==> src/rtl/mig_rd_pkg.sv <==
// ---------------------------------------------------------------------------
// mig_rd_pkg : shared types and helpers for the MIG native-port read engine
// Revision   : 1.0
// ---------------------------------------------------------------------------
`default_nettype none

package mig_rd_pkg;

  typedef enum logic [2:0] {
    ST_IDLE  = 3'd0,
    ST_CMD   = 3'd1,
    ST_WAIT  = 3'd2,
    ST_DRAIN = 3'd3,
    ST_DONE  = 3'd4
  } state_e;

  localparam logic [2:0] CMD_READ = 3'b001;

  // Bytes covered by one burst: (bl+1) words shifted by log2(bytes per word).
  function automatic logic [31:0] burst_bytes(input logic [5:0] bl, input int unsigned byte_sh);
    return ({26'd0, bl} + 32'd1) << byte_sh;
  endfunction

endpackage

`default_nettype wire

==> src/rtl/mig_addr_wrap.sv <==
// ---------------------------------------------------------------------------
// mig_addr_wrap : persistent burst byte address with wrap back to INIT_ADDR
// Revision      : 1.0
// ---------------------------------------------------------------------------
`default_nettype none

module mig_addr_wrap
  import mig_rd_pkg::*;
#(
  parameter int unsigned AW        = 30,
  parameter int unsigned DW        = 32,
  parameter int unsigned INIT_ADDR = 0,
  parameter int unsigned MAX_ADDR  = 2048
) (
  input  logic          clk_i,
  input  logic          init_i,
  input  logic          adv_i,
  input  logic [5:0]    bl_i,
  output logic [AW-1:0] addr_o
);

  localparam int unsigned    BYTE_SH = $clog2(DW / 8);
  localparam logic [AW-1:0]  INIT_A  = AW'(INIT_ADDR);
  localparam logic [AW-1:0]  MAX_A   = AW'(MAX_ADDR);

  logic [AW-1:0] addr_q, addr_d;
  logic [AW-1:0] inc_w, sum_w;

  assign inc_w = AW'(burst_bytes(bl_i, BYTE_SH));
  assign sum_w = addr_q + inc_w;

  // A burst that would reach the boundary is never split; restart at INIT_ADDR.
  always_comb begin
    addr_d = addr_q;
    if (adv_i) begin
      addr_d = (sum_w >= MAX_A) ? INIT_A : sum_w;
    end
  end

  always_ff @(posedge clk_i) begin
    if (init_i) begin
      addr_q <= INIT_A;
    end else begin
      addr_q <= addr_d;
    end
  end

  assign addr_o = addr_q;

endmodule

`default_nettype wire

==> src/rtl/mig_rd_burst_engine.sv <==
// ---------------------------------------------------------------------------
// mig_rd_burst_engine : multi-burst read engine for the Spartan-6 MIG p3 port
// Revision            : 1.0
// ---------------------------------------------------------------------------
`default_nettype none

module mig_rd_burst_engine
  import mig_rd_pkg::*;
#(
  parameter int unsigned AW        = 30,
  parameter int unsigned DW        = 32,
  parameter int unsigned INIT_ADDR = 0,
  parameter int unsigned MAX_ADDR  = 2048,
  parameter int unsigned NB_W      = 8
) (
  input  logic            sclk_i,
  input  logic            rst_n_i,
  input  logic            rd_start_i,
  input  logic [5:0]      rd_cmd_bl_i,
  input  logic [NB_W-1:0] rd_bursts_i,
  input  logic            cmd_full_i,
  input  logic [6:0]      rd_count_i,
  input  logic [DW-1:0]   rd_data_i,
  input  logic            mig_rd_overflow_i,
  input  logic            mig_rd_error_i,
  output logic            cmd_en_o,
  output logic [2:0]      cmd_instr_o,
  output logic [5:0]      cmd_bl_o,
  output logic [AW-1:0]   cmd_byte_addr_o,
  output logic            rd_en_o,
  output logic [DW-1:0]   user_data_o,
  output logic            user_valid_o,
  output logic            busy_o,
  output logic            user_rd_end_o,
  output logic            rd_err_o
);

  state_e          state_q, state_d;
  logic [5:0]      bl_q, bl_d;
  logic [NB_W-1:0] bursts_q, bursts_d;
  logic [6:0]      cnt_q, cnt_d;
  logic            busy_q, busy_d;
  logic            end_q, end_d;
  logic            err_q, err_d;
  logic            valid_q;
  logic [DW-1:0]   data_q;
  logic            cmd_en_w, rd_en_w, adv_w, flag_w;

  assign flag_w = mig_rd_overflow_i | mig_rd_error_i;

  always_ff @(posedge sclk_i) begin
    if (!rst_n_i) begin
      state_q  <= ST_IDLE;
      bl_q     <= '0;
      bursts_q <= '0;
      cnt_q    <= '0;
      busy_q   <= 1'b0;
      end_q    <= 1'b0;
      err_q    <= 1'b0;
      valid_q  <= 1'b0;
      data_q   <= '0;
    end else begin
      state_q  <= state_d;
      bl_q     <= bl_d;
      bursts_q <= bursts_d;
      cnt_q    <= cnt_d;
      busy_q   <= busy_d;
      end_q    <= end_d;
      err_q    <= err_d;
      valid_q  <= rd_en_w;
      if (rd_en_w) begin
        data_q <= rd_data_i;
      end
    end
  end

  always_comb begin
    state_d  = state_q;
    bl_d     = bl_q;
    bursts_d = bursts_q;
    cnt_d    = cnt_q;
    busy_d   = busy_q;
    end_d    = 1'b0;
    err_d    = err_q | flag_w;
    cmd_en_w = 1'b0;
    rd_en_w  = 1'b0;
    adv_w    = 1'b0;
    unique case (state_q)
      ST_IDLE: begin
        // end_q blocks a restart in the same cycle the completion pulse is visible.
        if (rd_start_i && (rd_bursts_i != '0) && !end_q) begin
          bl_d     = rd_cmd_bl_i;
          bursts_d = rd_bursts_i;
          err_d    = flag_w;
          busy_d   = 1'b1;
          cnt_d    = '0;
          state_d  = ST_CMD;
        end
      end
      ST_CMD: begin
        if (!cmd_full_i) begin
          cmd_en_w = 1'b1;
          state_d  = ST_WAIT;
        end
      end
      ST_WAIT: begin
        if (rd_count_i >= ({1'b0, bl_q} + 7'd1)) begin
          cnt_d   = '0;
          state_d = ST_DRAIN;
        end
      end
      ST_DRAIN: begin
        rd_en_w = 1'b1;
        if (cnt_q == {1'b0, bl_q}) begin
          cnt_d    = '0;
          adv_w    = 1'b1;
          bursts_d = bursts_q - NB_W'(1);
          state_d  = (bursts_q == NB_W'(1)) ? ST_DONE : ST_CMD;
        end else begin
          cnt_d = cnt_q + 7'd1;
        end
      end
      ST_DONE: begin
        end_d   = 1'b1;
        busy_d  = 1'b0;
        state_d = ST_IDLE;
      end
      default: state_d = ST_IDLE;
    endcase
  end

  mig_addr_wrap #(
    .AW       (AW),
    .DW       (DW),
    .INIT_ADDR(INIT_ADDR),
    .MAX_ADDR (MAX_ADDR)
  ) u_addr (
    .clk_i (sclk_i),
    .init_i(~rst_n_i),
    .adv_i (adv_w),
    .bl_i  (bl_q),
    .addr_o(cmd_byte_addr_o)
  );

  assign cmd_en_o      = cmd_en_w;
  assign cmd_instr_o   = CMD_READ;
  assign cmd_bl_o      = bl_q;
  assign rd_en_o       = rd_en_w;
  assign user_data_o   = data_q;
  assign user_valid_o  = valid_q;
  assign busy_o        = busy_q;
  assign user_rd_end_o = end_q;
  assign rd_err_o      = err_q;

endmodule

`default_nettype wire

==> config.mk <==
export PLATFORM = sky130hd
export DESIGN_NAME = mig_rd_burst_engine
export DESIGN_NICKNAME = d
export VERILOG_FILES = /design/src/rtl/mig_rd_pkg.sv /design/src/rtl/mig_addr_wrap.sv /design/src/rtl/mig_rd_burst_engine.sv
export SDC_FILE = /design/constraint.sdc
export NUM_CORES = 1
export LEC_CHECK = 0
export BUFFER_PORTS_ARGS = -buffer_cell sky130_fd_sc_hd__buf_2
export CORE_MARGIN = 8
export CORE_UTILIZATION = 35
export CTS_BUF_LIST = sky130_fd_sc_hd__clkbuf_2 sky130_fd_sc_hd__clkbuf_4 sky130_fd_sc_hd__clkbuf_8
export DETAILED_ROUTE_END_ITERATION = 16
export PLACE_DENSITY = 0.61
export SYNTH_ARGS = -nofsm -noshare
export SYNTH_HDL_FRONTEND = slang
export SYNTH_HIERARCHICAL = 1
export SYNTH_SLANG_ARGS = --single-unit
==> constraint.sdc <==
create_clock -name sclk_i -period 3.55 [get_ports sclk_i]
set_input_delay 0.1775 -clock sclk_i [delete_from_list [all_inputs] [get_ports sclk_i]]
set_output_delay 0.1775 -clock sclk_i [all_outputs]
set_load 0.05 [all_outputs]
== Yosys cells after proc, flatten, opt, wreduce, memory -nomap -nowiden ==
Cells that the tools add are included.
Operators by class
  add/subtract/negate cells: 5
  multiply operators: 0
  div/mod/pow operators: 0
  $lt $le $gt $ge: 2
  equality and inequality tests: 10
  shifts and indexed selects: 0
  multiplexer cells: 24
  bitwise logic cells: 2
  reduce and logical (&&, ||, !) cells: 13
Operator list (number)
  $add A30 B30 Y30: 1
  $ge A30 B12 Y1 const B: 1
  $mux W30: 1
  $mux W7: 3
  $pmux W7 S3: 1
  $mux W8: 2
  $pmux W8 S2: 1
  $mux W3: 5
  $add A6 B1 Y7 const B: 2
  $pmux W3 S4: 1
  $mux W1: 9
  $eq A8 B1 Y1 const B: 1
  $ne A2 B2 Y1 const B: 4
  $reduce_bool A8 Y1: 1
  $sub A8 B1 Y8 const B: 1
  $add A7 B1 Y7 const B: 1
  $eq A7 B6 Y1: 1
  $ge A7 B7 Y1: 1
  $eq A3 B2 Y1 const B: 2
  $reduce_and A3 Y1: 2
  $reduce_and A2 Y1: 2
  $reduce_and A4 Y1: 1
  $reduce_bool A2 Y1: 2
  $eq A3 B1 Y1 const B: 1
  7 further kinds: 9
Word-level totals
  register bits after elaboration: 90
  bits in latches: 0
  RAM bits: 0
  memory bits (read-only): 0
  input bits: 59
  output and inout bits: 77
  memories kept: 0

== Logic depth before layout (Yosys ltp) ==
  depth after elaboration: 5
  mapped depth: 12
  mapped depth without buffers: 11

== Modules after synthesis ==
Netlist, hierarchy kept.
By module, submodules not included
  mig_rd_burst_engine: instances 1, cells an instance 345, area an instance 2835.2 um^2, seq. area each 1201.2 um^2
  mig_addr_wrap: instances 1, cells an instance 207, area an instance 1903.1 um^2, seq. area each 560.5 um^2

== Worst setup path after synthesis ==
OpenSTA, ideal clock, no wires.
  path kind: register -> register
  start point: register bl_q[0], in the netlist cmd_bl_o[0]
  end point: register u_addr.addr_q[2], in the netlist u_addr/addr_o[2]
  setup time: 70 ps
  arrival time: 3643 ps
  required time: 3480 ps
  setup slack: -163 ps
  cell stages (with the launch flop): 12
  path buffers: 0
  clock period less this slack: 3713 ps
  cells stage by stage: dfxtp_1 -> ha_1 -> nand3_1 -> xnor2_1 -> ha_1 -> a21o_1 -> a2111oi_4 -> nor2_2 -> a2111o_1 -> a2111oi_4 -> nand4_1 -> a21oi_1
On the way
  word-level cells in the longest chain between the ends: 4
RTL lines
  start, declared: line mig_rd_burst_engine.sv:39  | logic [5:0] bl_q, bl_d;
  start signal, assigned: line mig_rd_burst_engine.sv:64  | bl_q <= bl_d;
  $add A6 B1 Y7: line mig_rd_pkg.sv:21  | return ({26'd0, bl} + 32'd1) << byte_sh;
  $add A30 B30 Y30: line mig_addr_wrap.sv:30  | assign sum_w = addr_q + inc_w;
  $ge A30 B12 Y1: line mig_addr_wrap.sv:36  | addr_d = (sum_w >= MAX_A) ? INIT_A : sum_w;
  $mux W30: line mig_addr_wrap.sv:36
  end signal, assigned: line mig_addr_wrap.sv:44  | addr_q <= addr_d;
  end, declared: line mig_addr_wrap.sv:26  | logic [AW-1:0] addr_q, addr_d;
Parallel ways exist; a longest one is shown, timed or not.
A chain may end at the register's enable or synchronous reset.

== Worst setup path in the final report ==
  start point: register bl_q[0], in the netlist cmd_bl_o[0]
  end point: register u_addr.addr_q[5], in the netlist u_addr/addr_o[5]
Same word-level chain as after synthesis.

==> summary.txt <==
Yosys
  – Adder-Cell Fraction of Synth Area: 5.44%
  – Synth warn: 6
  – Sequential area share after synthesis: 37.2%
  – Main combinational cell family by area after synthesis: simple AND/OR/NAND/NOR gates
  – Post-synth ARST share: 0%
  – Syn avg cell area: 8.58 sq um
  – Number of flops mapped to enable cells by yosys: 0
  – Cell area after synthesis: 0.00474 sq mm
  – Compound-Gate Fraction of Synth Area: 19.1%
  – Mapped Cells: 552
  – Most frequently used flop master after synthesis: dfxtp_1
  – Synthesized flop and latch total: 88
  – Xor-xnor portion of the synthesized cell area: 4.44%
  – Synth unique cells: 82
  – Post-Synth Simple-Gate Area: 26.3%
  – Mux share of post-synthesis cell area: 2.35%

Power and ir drop
  – Gate power share: 20.0%
  – Final Power: 2320 uW
  – Power per cell area: 404 mW/mm^2
  – Int Power: 1600 uW
  – Worst vdd ir: 0.325 mV
  – Leak: 0.00262 uW
  – Switch share: 30.8%
  – Flop pwr share: 45.9%
  – P_sw: 713 uW
  – Clock power share: 34.1%

Critical path
  – Crit path DAT: 3.63 ns
  – Critical Path RT: 3.84 ns
  – Reg2reg path depth: 10
  – Crit end category: flip-flop
  – Worst Setup Path Type: flip-flop to flip-flop
  – Startpoint types: flip-flop
  – Critical Path Fanout Max: 9

STA
  – Worst clock skew: 0.00683 ns
  – Worst-Margin Slew: 0.902 ns
  – Fmax: 300 MHz
  – Hold Vio Cnt, Final: 0
  – Setup TNS: 0 ns
  – RSZ-0062 raised after global routing: no
  – Max transition margin: 39.7%
  – Tcrit/Tclk final: 93.8%
  – Tmin final: 3.33 ns
  – Finish-stage setup viols: 0
  – Max Slew Vio Count: 0

Floorplanning
  – Placement Rows: 42
  – Initial core utilization: 35.8%
  – Core area: 0.0132 sq mm
  – Ports: 136
  – Die ar.: 0.0175 sq mm
  – Die H: 132 microns
  – Die Span X: 132 microns

Cells and area
  – P&R area growth vs syn: 21.0%
  – Ant. Diodes: 0
  – Layout Nets: 754
  – Fin area: 0.00573 sq mm
  – Most common cell after layout, fill and taps aside: buf_2
  – Ratio of cells with drive above 1 in the final layout: 27.8%
  – Most frequent cells in the layout: buf_2, nand2_1, dfxtp_1

Route
  – DRC viols: 0
  – Routed WL: 13.0 mm
  – Iteration-0 DRC Markers: 209
  – Vias: 4393
  – Iteration count of the initial detailed-routing pass: 4
  – DR vias/cell: 5.13
  – Post-route ant nets: 0
  – Wire per inst: 15.2 microns

Job
  – Max Cap Violations: 0

Hold path
  – Hold Path Class: primary input to flip-flop
  – Hold path cells: 3

Clock tree
  – Clk root buf: clkbuf_8
  – Clock buffer count from CTS: 9
  – Htree depth: 3
  – Total clock sinks: 88
  – CTS clk-pin slew, worst paths: 0.09 ns
  – CTS tree: built
  – Worst-Skew Late Latency: 0.37 ns
  – PostCTS Resize Cnt: 0
  – Clock Path Buffers: 2
  – Number of hold buffers added after cts: 0

Place
  – GPL Wtd Cong: 0.838
  – IO buf count: 130
  – HPWL Detailed: 9.85 mm
  – Placed inst area: 0.00549 sq mm

GRT
  – First-pass GRT wire length: 21.7 mm
  – Number of global-route vias before repair: 4312
  – Grt total ovfl: 0
  – Total GRT Usage: 14.8%
  – Largest net degree at the start of global routing: 48
  – Initial antenna violation count: 0

Run status
  – Outcome: finished clean
[synthesized netlist by cell type (11+ instances only)]
library cell	n	area, sq um
nand2_1	87	327
nand4_1	15	93.8
ha_1	19	238
dfxtp_1	88	1760
nand3_1	16	80.1
a21oi_1	56	280
xnor2_1	15	131
nor2_1	30	113
and2_1	18	113
and3_1	11	68.8
clkbuf_1	14	52.6
nand2b_1	13	81.3
[critical path: stages, from the launching register on]
cell and delay, ns:
dfxtp_2 0.33, ha_1 0.33, ha_1 0.31, a211o_1 0.32
a2111oi_4 0.56, nor2_2 0.12, a2111o_1 0.46, a2111oi_4 0.34
buf_4 0.21, nand4_1 0.10, a21oi_1 0.17
[stage by stage]
step | setup WS, ns | cells | hold WS [ns] | util (%)
6_report | 0.219 | 856 | 0.0345 | 43.3
2_1_floorplan | 0.0566 | 554 | 0.314 | -
5_1_grt | 0.0277 | 856 | 0.0121 | 43.3
3_5_place_dp | 0.125 | 838 | 0.423 | 41.4
4_1_cts | 0.0981 | 854 | 0.00454 | 43.2
3_3_place_gp | 0.220 | 838 | 0.417 | 41.4
[path summary, 6_finish.rpt]
kind | start | end | slack, ns
setup / recovery | cmd_bl_o[0]$_SDFFE_PN0P_ | u_addr/addr_o[5]$_SDFFE_PP0P_ | 0.22
hold / removal | rd_data_i[10] | user_data_o[10]$_SDFFE_PN0P_ | 0.03
setup reg to reg | cmd_bl_o[0]$_SDFFE_PN0P_ | u_addr/addr_o[5]$_SDFFE_PP0P_ | 0.22
hold reg to reg | user_data_o[4]$_SDFFE_PN0P_ | user_data_o[4]$_SDFFE_PN0P_ | 0.45
[power by group through the flow]
| stage | clock network (uW) | registers, uW | logic, uW |
|---|---|---|---|
| after floorplan | 0 | 1150 | 280 |
| after global placement | 0 | 1080 | 457 |
| after detailed placement | 0 | 1090 | 464 |
| after CTS | 827 | 1060 | 468 |
| after global routing | 867 | 1070 | 509 |
| final | 789 | 1060 | 464 |
[sequential cells by signal, indices dropped and copies added (netlist names)]
register / cells
user_data_o: 32
u_addr/addr_o: 28
bursts_q: 8
cnt_q: 7
cmd_bl_o: 6
state_q: 3
busy_o: 1
rd_err_o: 1
user_rd_end_o: 1
user_valid_o: 1
[cells by family (layout without fill, tap and decap cells)]
family / Yosys count / count (layout)
AO/OA/AOI/OAI: 125 / 125
XOR/XNOR: 24 / 24
adder cells (fa/ha/maj): 20 / 20
buffers and inverters: 41 / 167
flip-flops: 88 / 88
multiplexers: 11 / 11
other: 3 / 5
AND/OR/NAND/NOR: 240 / 240
[final cells by class]
cell class              count  area, sq um
fillers                  1354         7510
multi-input cells         425         2750
flip-flops and latches     88         1760
repair buffers            141          733
well taps                 176          220
clock buffers              10          138
clock inverters             6         91.3
inverters                  10         37.5
[timing repair]
action	in CTS	in global routing
hold endpoints to repair	0	0
buffers inserted	0	2
endpoints found under the setup margin	0	9
[metal layers]
metal / global-route usage [%] / vias up / part of all wire (%)
met1: 18.1 / 2074 / 44
met3: 5.60 / 10 / 6.7
li1: - / 2201 / -
met5: 0 / - / 0
met2: 24.0 / 108 / 48
met4: 3.60 / 0 / 0.94
No activity file was read; power rests on OpenSTA's default activity.
